File: config.mk
export PLATFORM = sky130hd
export DESIGN_NAME = fetch_stage
export DESIGN_NICKNAME = d
export VERILOG_FILES = /design/src/rtl/fetch_stage.sv
export SDC_FILE = /design/constraint.sdc
export NUM_CORES = 1
export LEC_CHECK = 0
export BUFFER_PORTS_ARGS = -buffer_cell sky130_fd_sc_hd__buf_2
export CAP_MARGIN = 5
export CORE_UTILIZATION = 30
export DETAILED_ROUTE_END_ITERATION = 10
export GPL_ROUTABILITY_DRIVEN = 0
export PLACE_DENSITY = 0.49
export SLEW_MARGIN = 20
export SYNTH_ARGS = -nofsm -noshare
export SYNTH_HDL_FRONTEND = slang
export SYNTH_SLANG_ARGS = --single-unit
File: constraint.sdc
create_clock -name clk -period 3.9 [get_ports clk]
set_input_delay 0 -clock clk [delete_from_list [all_inputs] [get_ports clk]]
set_output_delay 0 -clock clk [all_outputs]
set_load 0.02 [all_outputs]
File: src/rtl/fetch_stage.sv
// fetch_stage: instruction-fetch stage of the pipelined RV32 core.
// Owns the architectural PC, issues instruction-memory requests and loads the
// IF/ID pipeline register. It honours hazard-unit stalls and flushes IF/ID with
// a NOP on a taken redirect from EX.
//
// Optional feature macro: FETCH_MISALIGN_TRAP_EN
//   defined   : a redirect to a target that is not word aligned sets the sticky
//               fetch_misalign flag and parks the stage in S_TRAP until rst.
//   undefined : the redirect target is word aligned by clearing bits [1:0],
//               and fetching continues normally.
//
// imem_req, imem_addr and pc_out are taken straight from registers, so none
// of them has a combinational path from pcsrc or stall_if.

module fetch_stage #(
  parameter logic [31:0] RESET_PC  = 32'h0000_0000,
  parameter logic [31:0] NOP_INSTR = 32'h0000_0013
) (
  input  logic        clk,
  input  logic        rst,
  input  logic [31:0] pc_next,
  input  logic        pcsrc,
  input  logic        stall_if,
  output logic [31:0] imem_addr,
  output logic        imem_req,
  input  logic        imem_ack,
  input  logic [31:0] imem_rdata,
  output logic [31:0] pc_out,
  output logic [31:0] if_id_pc,
  output logic [31:0] if_id_pc_plus4,
  output logic [31:0] if_id_instr,
  output logic        if_id_valid
`ifdef FETCH_MISALIGN_TRAP_EN
  ,
  output logic        fetch_misalign
`endif
);

  // Fetch sequencing states. S_TRAP exists only when the misalign trap is built.
  typedef enum logic [1:0] {
    S_RST   = 2'd0,
    S_FETCH = 2'd1,
    S_HOLD  = 2'd2
`ifdef FETCH_MISALIGN_TRAP_EN
    ,
    S_TRAP  = 2'd3
`endif
  } fetch_state_e;

  fetch_state_e state_q;

  // Architectural PC and IF/ID pipeline register.
  logic [31:0] pc_q;
  logic [31:0] if_id_pc_q;
  logic [31:0] if_id_pc_plus4_q;
  logic [31:0] if_id_instr_q;
  logic        if_id_valid_q;

  // Word captured while the hazard unit stalls; replayed into IF/ID once the
  // stall clears so the same address is never fetched twice.
  logic [31:0] hold_q;

  // Registered request strobe: high exactly while the FSM sits in S_FETCH.
  logic        req_q;

`ifdef FETCH_MISALIGN_TRAP_EN
  logic        misalign_q;
  logic        misalign_s;
`endif

  // Next-state helpers.
  logic [31:0] pc_plus4_d;
  logic [31:0] redirect_pc_d;
  logic [31:0] redirect_pc_plus4_d;
  logic        redirect_s;

  // Sequential PC increment and redirect target selection.
  always_comb begin
    pc_plus4_d          = pc_q + 32'd4;
`ifdef FETCH_MISALIGN_TRAP_EN
    // The PC takes the target unmodified; a misaligned target traps instead.
    redirect_pc_d       = pc_next;
    misalign_s          = (pc_next[1:0] != 2'b00);
`else
    // Without the trap, force the fetch address onto a word boundary.
    redirect_pc_d       = {pc_next[31:2], 2'b00};
`endif
    redirect_pc_plus4_d = pc_next + 32'd4;
  end

  // A redirect is honoured in every state except the trap state.
  always_comb begin
    redirect_s = 1'b0;
`ifdef FETCH_MISALIGN_TRAP_EN
    if (pcsrc && (state_q != S_TRAP)) begin
      redirect_s = 1'b1;
    end else begin
      redirect_s = 1'b0;
    end
`else
    if (pcsrc) begin
      redirect_s = 1'b1;
    end else begin
      redirect_s = 1'b0;
    end
`endif
  end

  // Fetch FSM: PC, IF/ID, hold register and request strobe, with the
  // priority rst > redirect > stall > normal fetch.
  always_ff @(posedge clk) begin
    if (rst) begin
      state_q          <= S_RST;
      pc_q             <= RESET_PC;
      if_id_pc_q       <= RESET_PC;
      if_id_pc_plus4_q <= RESET_PC + 32'd4;
      if_id_instr_q    <= NOP_INSTR;
      if_id_valid_q    <= 1'b0;
      hold_q           <= NOP_INSTR;
      req_q            <= 1'b0;
`ifdef FETCH_MISALIGN_TRAP_EN
      misalign_q       <= 1'b0;
`endif
    end else if (redirect_s) begin
      // Flush IF/ID, drop any held word and ignore a same-cycle ack.
      pc_q             <= redirect_pc_d;
      if_id_pc_q       <= pc_next;
      if_id_pc_plus4_q <= redirect_pc_plus4_d;
      if_id_instr_q    <= NOP_INSTR;
      if_id_valid_q    <= 1'b0;
      hold_q           <= NOP_INSTR;
`ifdef FETCH_MISALIGN_TRAP_EN
      if (misalign_s) begin
        misalign_q <= 1'b1;
        state_q    <= S_TRAP;
        req_q      <= 1'b0;
      end else begin
        state_q    <= S_FETCH;
        req_q      <= 1'b1;
      end
`else
      state_q          <= S_FETCH;
      req_q            <= 1'b1;
`endif
    end else begin
      case (state_q)
        S_RST: begin
          state_q <= S_FETCH;
          req_q   <= 1'b1;
        end
        S_FETCH: begin
          if (imem_ack && stall_if) begin
            // Park the returned word; IF/ID and PC stay put while stalled.
            hold_q  <= imem_rdata;
            state_q <= S_HOLD;
            req_q   <= 1'b0;
          end else if (imem_ack) begin
            if_id_pc_q       <= pc_q;
            if_id_pc_plus4_q <= pc_plus4_d;
            if_id_instr_q    <= imem_rdata;
            if_id_valid_q    <= 1'b1;
            pc_q             <= pc_plus4_d;
          end else begin
            // Waiting on imem: keep the request up at the same address.
            req_q <= 1'b1;
          end
        end
        S_HOLD: begin
          if (!stall_if) begin
            // Replay the parked word; PC still points at it.
            if_id_pc_q       <= pc_q;
            if_id_pc_plus4_q <= pc_plus4_d;
            if_id_instr_q    <= hold_q;
            if_id_valid_q    <= 1'b1;
            pc_q             <= pc_plus4_d;
            state_q          <= S_FETCH;
            req_q            <= 1'b1;
          end else begin
            req_q <= 1'b0;
          end
        end
`ifdef FETCH_MISALIGN_TRAP_EN
        S_TRAP: begin
          // Only rst leaves the trap; no further requests are issued.
          req_q <= 1'b0;
        end
`endif
        default: begin
          state_q <= S_RST;
          req_q   <= 1'b0;
        end
      endcase
    end
  end

  // Outputs are straight register taps.
  assign imem_addr      = pc_q;
  assign imem_req       = req_q;
  assign pc_out         = pc_q;
  assign if_id_pc       = if_id_pc_q;
  assign if_id_pc_plus4 = if_id_pc_plus4_q;
  assign if_id_instr    = if_id_instr_q;
  assign if_id_valid    = if_id_valid_q;
`ifdef FETCH_MISALIGN_TRAP_EN
  assign fetch_misalign = misalign_q;
`endif

endmodule

Yosys cells after proc, flatten, opt, wreduce, memory -nomap -nowiden
Index checks and enable logic that the tools add are counted.
{"block": "op_classes", "eq_ne": 11, "magnitude_cmp": 0, "bitwise_logic": 0, "shift": 0, "add_sub_neg": 2, "div_mod_pow": 0, "n_reduce_logical": 10, "n_mul": 0, "mux": 29}
{"operator": "32-bit 2-to-1 mux", "count": 12}
{"operator": "32-bit one-hot mux with 2 select lines", "count": 3}
{"operator": "32-bit by 3-bit adder with 32-bit output (second input constant)", "count": 2}
{"operator": "3-bit != test (second input constant)", "count": 4}
{"operator": "1-bit 2-to-1 mux", "count": 9}
{"operator": "2-bit != test (second input constant)", "count": 4}
{"operator": "4-bit AND reduction", "count": 2}
{"operator": "2-bit one-hot mux with 3 select lines", "count": 1}
{"operator": "2-bit AND reduction", "count": 3}
{"operator": "2-bit 2-to-1 mux", "count": 2}
{"operator": "4-bit != test (second input constant)", "count": 1}
{"operator": "1-bit one-hot mux with 3 select lines", "count": 1}
{"operator": "3-bit nonzero test", "count": 1}
{"operator": "2-bit by 1-bit == test with 1-bit output (second input constant)", "count": 1}
{"operator": "2-bit == test (second input constant)", "count": 1}
{"operator": "2-bit logical NOT", "count": 1}
{"operator": "1-bit one-hot mux with 2 select lines", "count": 1}
{"operator": "2-bit nonzero test", "count": 1}
{"operator": "2-bit OR reduction", "count": 1}
{"operator": "1-bit logical AND", "count": 1}
{"block": "word_totals", "memories": 0, "ff_bits": 164, "wordCells": 62, "latchBits": 0, "in_bits": 69, "out_inout_bits": 162, "rom_bits": 0, "ram_bits": 0}

Longest topological paths before layout
{"block": "logic_depth", "depth_word": 5, "ltp_mapped": 8, "ltp_nobuf": 6}

Least setup slack after synthesis
No wires, ideal clock.
{"block": "synth_path", "path_kind": "reg2reg", "startpoint": "register pc_q[2], in the netlist imem_addr[2]", "endpoint": "register if_id_pc_plus4_q[30], in the netlist if_id_pc_plus4[30]", "setup_ps": 130, "setup_slack_ps": 1654, "arrival_ps": 2116, "period_less_slack_ps": 2246, "stages_incl_launch_ff": 7, "path_cell_list": "dfxtp_1 ha_1 nand3_1 or4_4 or4_1 a21oi_1 o22ai_1"}
{"block": "synth_via", "elab_chain_cells": 5}
{"element": "from (decl)", "line": "53", "rtl": "logic [31:0] pc_q;"}
{"element": "from (signal assigned)", "line": "126", "rtl": "pc_q <= redirect_pc_d;"}
{"element": "from (signal assigned)", "line": "162", "rtl": "pc_q <= pc_plus4_d;"}
{"element": "from (signal assigned)", "line": "175", "rtl": "pc_q <= pc_plus4_d;"}
{"element": "32-bit by 3-bit adder with 32-bit output (*)", "line": "79", "rtl": "pc_plus4_d = pc_q + 32'd4;"}
{"element": "32-bit 2-to-1 mux", "line": "157", "rtl": "end else if (imem_ack) begin"}
{"element": "32-bit 2-to-1 mux", "line": "152", "rtl": "if (imem_ack && stall_if) begin"}
{"element": "32-bit one-hot mux with 2 select lines (*)", "line": "146", "rtl": "case (state_q)"}
{"element": "32-bit 2-to-1 mux (*)", "line": "124", "rtl": "end else if (redirect_s) begin"}
{"element": "to (signal assigned)", "line": "128", "rtl": "if_id_pc_plus4_q <= redirect_pc_plus4_d;"}
{"element": "to (signal assigned)", "line": "159", "rtl": "if_id_pc_plus4_q <= pc_plus4_d;"}
{"element": "to (signal assigned)", "line": "172", "rtl": "if_id_pc_plus4_q <= pc_plus4_d;"}
{"element": "to (decl)", "line": "55", "rtl": "logic [31:0] if_id_pc_plus4_q;"}
Mark *: on every way between the ends. The rest lies on a longest branch, timed or not. The select of a mux whose other input is x is not followed.
A chain may end at the register's enable or synchronous reset.

Worst setup path in the final report
{"block": "layout_path", "startpoint": "register state_q[1]", "endpoint": "register if_id_pc_plus4_q[23], in the netlist if_id_pc_plus4[23]"}
{"block": "layout_via", "elab_chain_cells": 3}
{"element": "from (decl)", "line": "50", "rtl": "fetch_state_e state_q;"}
{"element": "from (signal assigned)", "line": "113", "rtl": "state_q <= S_RST;"}
{"element": "from (signal assigned)", "line": "142", "rtl": "state_q <= S_FETCH;"}
{"element": "from (signal assigned)", "line": "148", "rtl": "state_q <= S_FETCH;"}
{"element": "2-bit by 1-bit == test with 1-bit output or 2-bit == test (tied branches)", "line": "146"}
{"element": "3-bit != test (no line) (tied with other cells)"}
{"element": "4-bit AND reduction (no line) or 32-bit 2-to-1 mux (tied branches)"}
Parallel ways exist; a longest one is shown, timed or not.

==> PnR_summary.wiki <==
{| class="wikitable"
! Metric !! Value
|-
| Residual DRC count || 0
|-
| Number of antenna violations at the first check in global routing || 0
|-
| Critical Path End Type || flop
|-
| Layout filler cell count || 2775
|-
| Synth area leaders || sky130_fd_sc_hd__dfxtp_1 (39%), sky130_fd_sc_hd__mux2i_1 (6.7%), sky130_fd_sc_hd__nand2_1 (5.9%)
|-
| Netlist area before placement || 8230 um^2
|-
| Total area of multi-input combinational cells || 4380 um^2
|-
| Reg-to-reg slack, setup || 1280 ps
|-
| Ys async rst share || 0
|-
| Least-Margin Pin Slew || 876 ps
|-
| CTS tree || yes
|-
| Post-route clock skew || 19.8 ps
|-
| Warnings from Yosys || 0
|-
| Number of global-route vias before repair || 7342
|-
| Total Routed Length || 27.5 mm
|-
| Count of state elements after synthesis || 160
|-
| I/O pin total || 231
|-
| Total global routing track utilization || 0.193
|-
| TNS Setup || 0 ps
|-
| Max rail drop VDD || 0.212 mV
|-
| Critical Path Fanout Max || 30
|-
| CP Class || flop to flop
|-
| Worst hold-check path type || input port to flop
|-
| CTS sink count || 160
|-
| Width of the die || 168 um
|-
| Fraction of the yosys area taken by sequential cells || 0.389
|-
| Proportion of power drawn by flip-flops and latches || 0.431
|-
| Syn-to-layout area delta || 28.4%
|-
| Switching power of the nets || 1.35 mW
|-
| Crit path time final || 2620 ps
|-
| Starting DRT DRC Count || 429
|-
| Power per Cell Area || 397 nW/um^2
|-
| Critical-path cell list || nor4bb_1, nor2_4, buf_4, nand2_1, o32ai_1, a211oi_1
|-
| Count of nets after finishing || 1275
|-
| Prevailing post-synth register cell || sky130_fd_sc_hd__dfxtp_1
|-
| Highest attainable clock frequency || 381 MHz
|-
| Library cell with the largest summed area after synthesis || sky130_fd_sc_hd__dfxtp_1
|-
| Internal power contribution || 2.85 mW
|-
| Max-cap check violation count || 0
|-
| Cell type group with the largest total delay on the critical path || simple AND/OR/NAND/NOR gates
|-
| Number of cells on the worst reg-to-reg path || 6
|-
| Launching element type of the critical path || flop
|-
| Final slew viol count || 0
|-
| Ranking of synthesized cells by instance count || sky130_fd_sc_hd__dfxtp_1 (160), sky130_fd_sc_hd__nand2_1 (130), sky130_fd_sc_hd__nor2_1 (72)
|-
| Number of cells on the worst hold path || 4
|-
| Effective utilization at floorplan || 0.305
|-
| Number of setup buffers added after CTS || 0
|-
| Final-report setup violation count || 0
|-
| Switching part of the total || 0.321
|-
| Critical path startpoint || state_q[1]$_SDFFE_PP0P_
|-
| Antenna Diode Count || 0
|-
| Hold Path Origin || pc_next[17]
|-
| Vias || 7817
|-
| TritonRoute pass-1 iters || 5
|-
| Area fraction of the dominant cell type after synthesis || 0.389
|-
| GRT Residual Overflow || 0
|-
| Post-CTS clock slew at the launch and capture registers of the worst setup and hold paths || 80 ps
|-
| Leakage power figure || 4.43 nW
|-
| First-pass GRT wire length || 42.2 mm
|-
| Count of buffers from port buffering || 226
|-
| Max H-tree Level || 4
|-
| EDFF count, synth || 0
|-
| Site Rows || 60
|-
| WP buf/inv || 1
|-
| DIE AREA || 28100 um^2
|-
| Height of the chip || 168 um
|-
| DRT antenna net count || 0
|-
| DPL Wire Length || 19.2 mm
|-
| Longest individual stage delay on the worst path || 680 ps
|-
| Area occupied by registers || 3200 um^2
|-
| Library cells used by synthesis || 59
|-
| Clock Power Share || 0.407
|-
| Average size of a mapped cell || 8.27 um^2
|-
| Slew headroom || 0.411
|-
| Final count of hold timing violations || 0
|-
| CP Depth || 6
|-
| Outcome || finished, final reports clean
|-
| Number of buffers inserted during clock tree synthesis || 17
|-
| Cells after Synth || 995
|-
| Data arrival, critical path || 2970 ps
|-
| Core Region || 27000 um^2
|-
| Slowest cell on the critical path || sky130_fd_sc_hd__nor4bb_1
|-
| Final total power || 4.20 mW
|-
| Worst reg2reg path startpoint || state_q[1]$_SDFFE_PP0P_
|-
| RSZ-0062 raised after global routing || no
|-
| Post-route fraction of the period consumed by the critical path || 0.673
|-
| Largest net degree at the start of global routing || 65
|-
| CTS Root Cell || sky130_fd_sc_hd__clkbuf_16
|-
| Clock latency of the later-clocked register in the worst-skew pair || 440 ps
|-
| Combinational share of power || 0.161
|-
| Wire length per cell || 17.7 um
|-
| Post-DR vias/cell || 5.02
|-
| Count leader, synth || sky130_fd_sc_hd__dfxtp_1
|-
| CTS max path bufs || 2
|-
| Fraction of layout instances using a drive strength above 1 || 0.240
|-
| Required arrival time at the worst endpoint || 4250 ps
|}
[tightest hold or removal path: cells and delay by family]
family,cells,cell delay [ps]
AO/OA/AOI/OAI,1,60
XOR/XNOR,1,110
buffers and inverters,2,230
[metal layers]
layer / vias to the layer above / GRT usage / routed length, um
met2: 252 / 0.302 / 12700
met4: 0 / 0.0622 / 449
met5: - / 0 / 0
met3: 29 / 0.0310 / 1370
met1: 3639 / 0.268 / 13000
li1: 3897 / - / -
[layout by cell type (no fill, tap or decap), drive strengths merged, types with 12 or more instances in the layout]
| cell type | count |
|---|---|
| a211oi | 43 |
| a21boi | 37 |
| a21oi | 66 |
| a31oi | 12 |
| buf | 240 |
| clkbuf | 17 |
| dfxtp | 160 |
| dlygate4sd3 | 62 |
| inv | 34 |
| mux2i | 55 |
| nand2 | 130 |
| nand3 | 29 |
| nand4 | 21 |
| nor2 | 72 |
| nor3 | 23 |
| nor4 | 21 |
| o21ai | 18 |
| xnor2 | 41 |
| xor2 | 16 |
[timing repair]
action                                 CTS  global route
resized for setup                        0             0
endpoints found under the hold margin  115             0
hold buffers                            62             0
[area by class of cell]
cell class	instances	area share
Inverter	27	0.00959
Sequential cell	160	0.303
Clock buffer	17	0.0402
Clock inverter	15	0.0174
Tap cell	341	0.0404
Multi-Input combinational cell	696	0.414
Timing Repair Buffer	302	0.176
[sequential cells by signal (all words and copies together), names as in the netlist]
signal / cells
if_id_pc: 32
if_id_valid: 1
imem_addr: 30
state_q: 2
if_id_pc_plus4: 30
imem_req: 1
hold_q: 32
if_id_instr: 32
[cell families after synthesis]
| kind of cell | share of synthesized area |
|---|---|
| adder cells (fa/ha/maj) | 0.00304 |
| other | 0.000456 |
| XOR/XNOR | 0.0606 |
| AO/OA/AOI/OAI | 0.188 |
| buffers and inverters | 0.0841 |
| multiplexers | 0.0737 |
| flip-flops | 0.389 |
| AND/OR/NAND/NOR | 0.201 |
[stage by stage]
stage | cells | util | hold WS (ps) | instance area, um^2 | setup slack (ps)
finish | 1558 | 0.392 | 21.7 | 10600 | 1280
CTS | 1558 | 0.392 | 2.02 | 10600 | 1330
global route | 1558 | 0.392 | 50.5 | 10600 | 1120
global placement | 1464 | 0.346 | 229 | 9340 | 1280
floorplan | 998 | - | 124 | 8240 | 1650
detailed placement | 1464 | 0.347 | 232 | 9340 | 1340
[power by group through the flow]
stage,logic (mW),registers [mW],clock network [mW]
floorplan,0.345,1.91,0
global placement,0.633,1.85,0
detailed placement,0.631,1.85,0
CTS,0.682,1.81,1.76
global route,0.735,1.82,1.83
finish,0.678,1.81,1.71
[final timing paths]
kind / to
worst max register to register: if_id_pc_plus4[23]$_SDFFE_PP0P_
worst min register to register: hold_q[27]$_SDFFE_PP0P_
worst max-delay path: if_id_pc_plus4[23]$_SDFFE_PP0P_
worst min-delay path: if_id_pc_plus4[17]$_SDFFE_PP0P_
No activity file was read; power rests on OpenSTA's default activity.
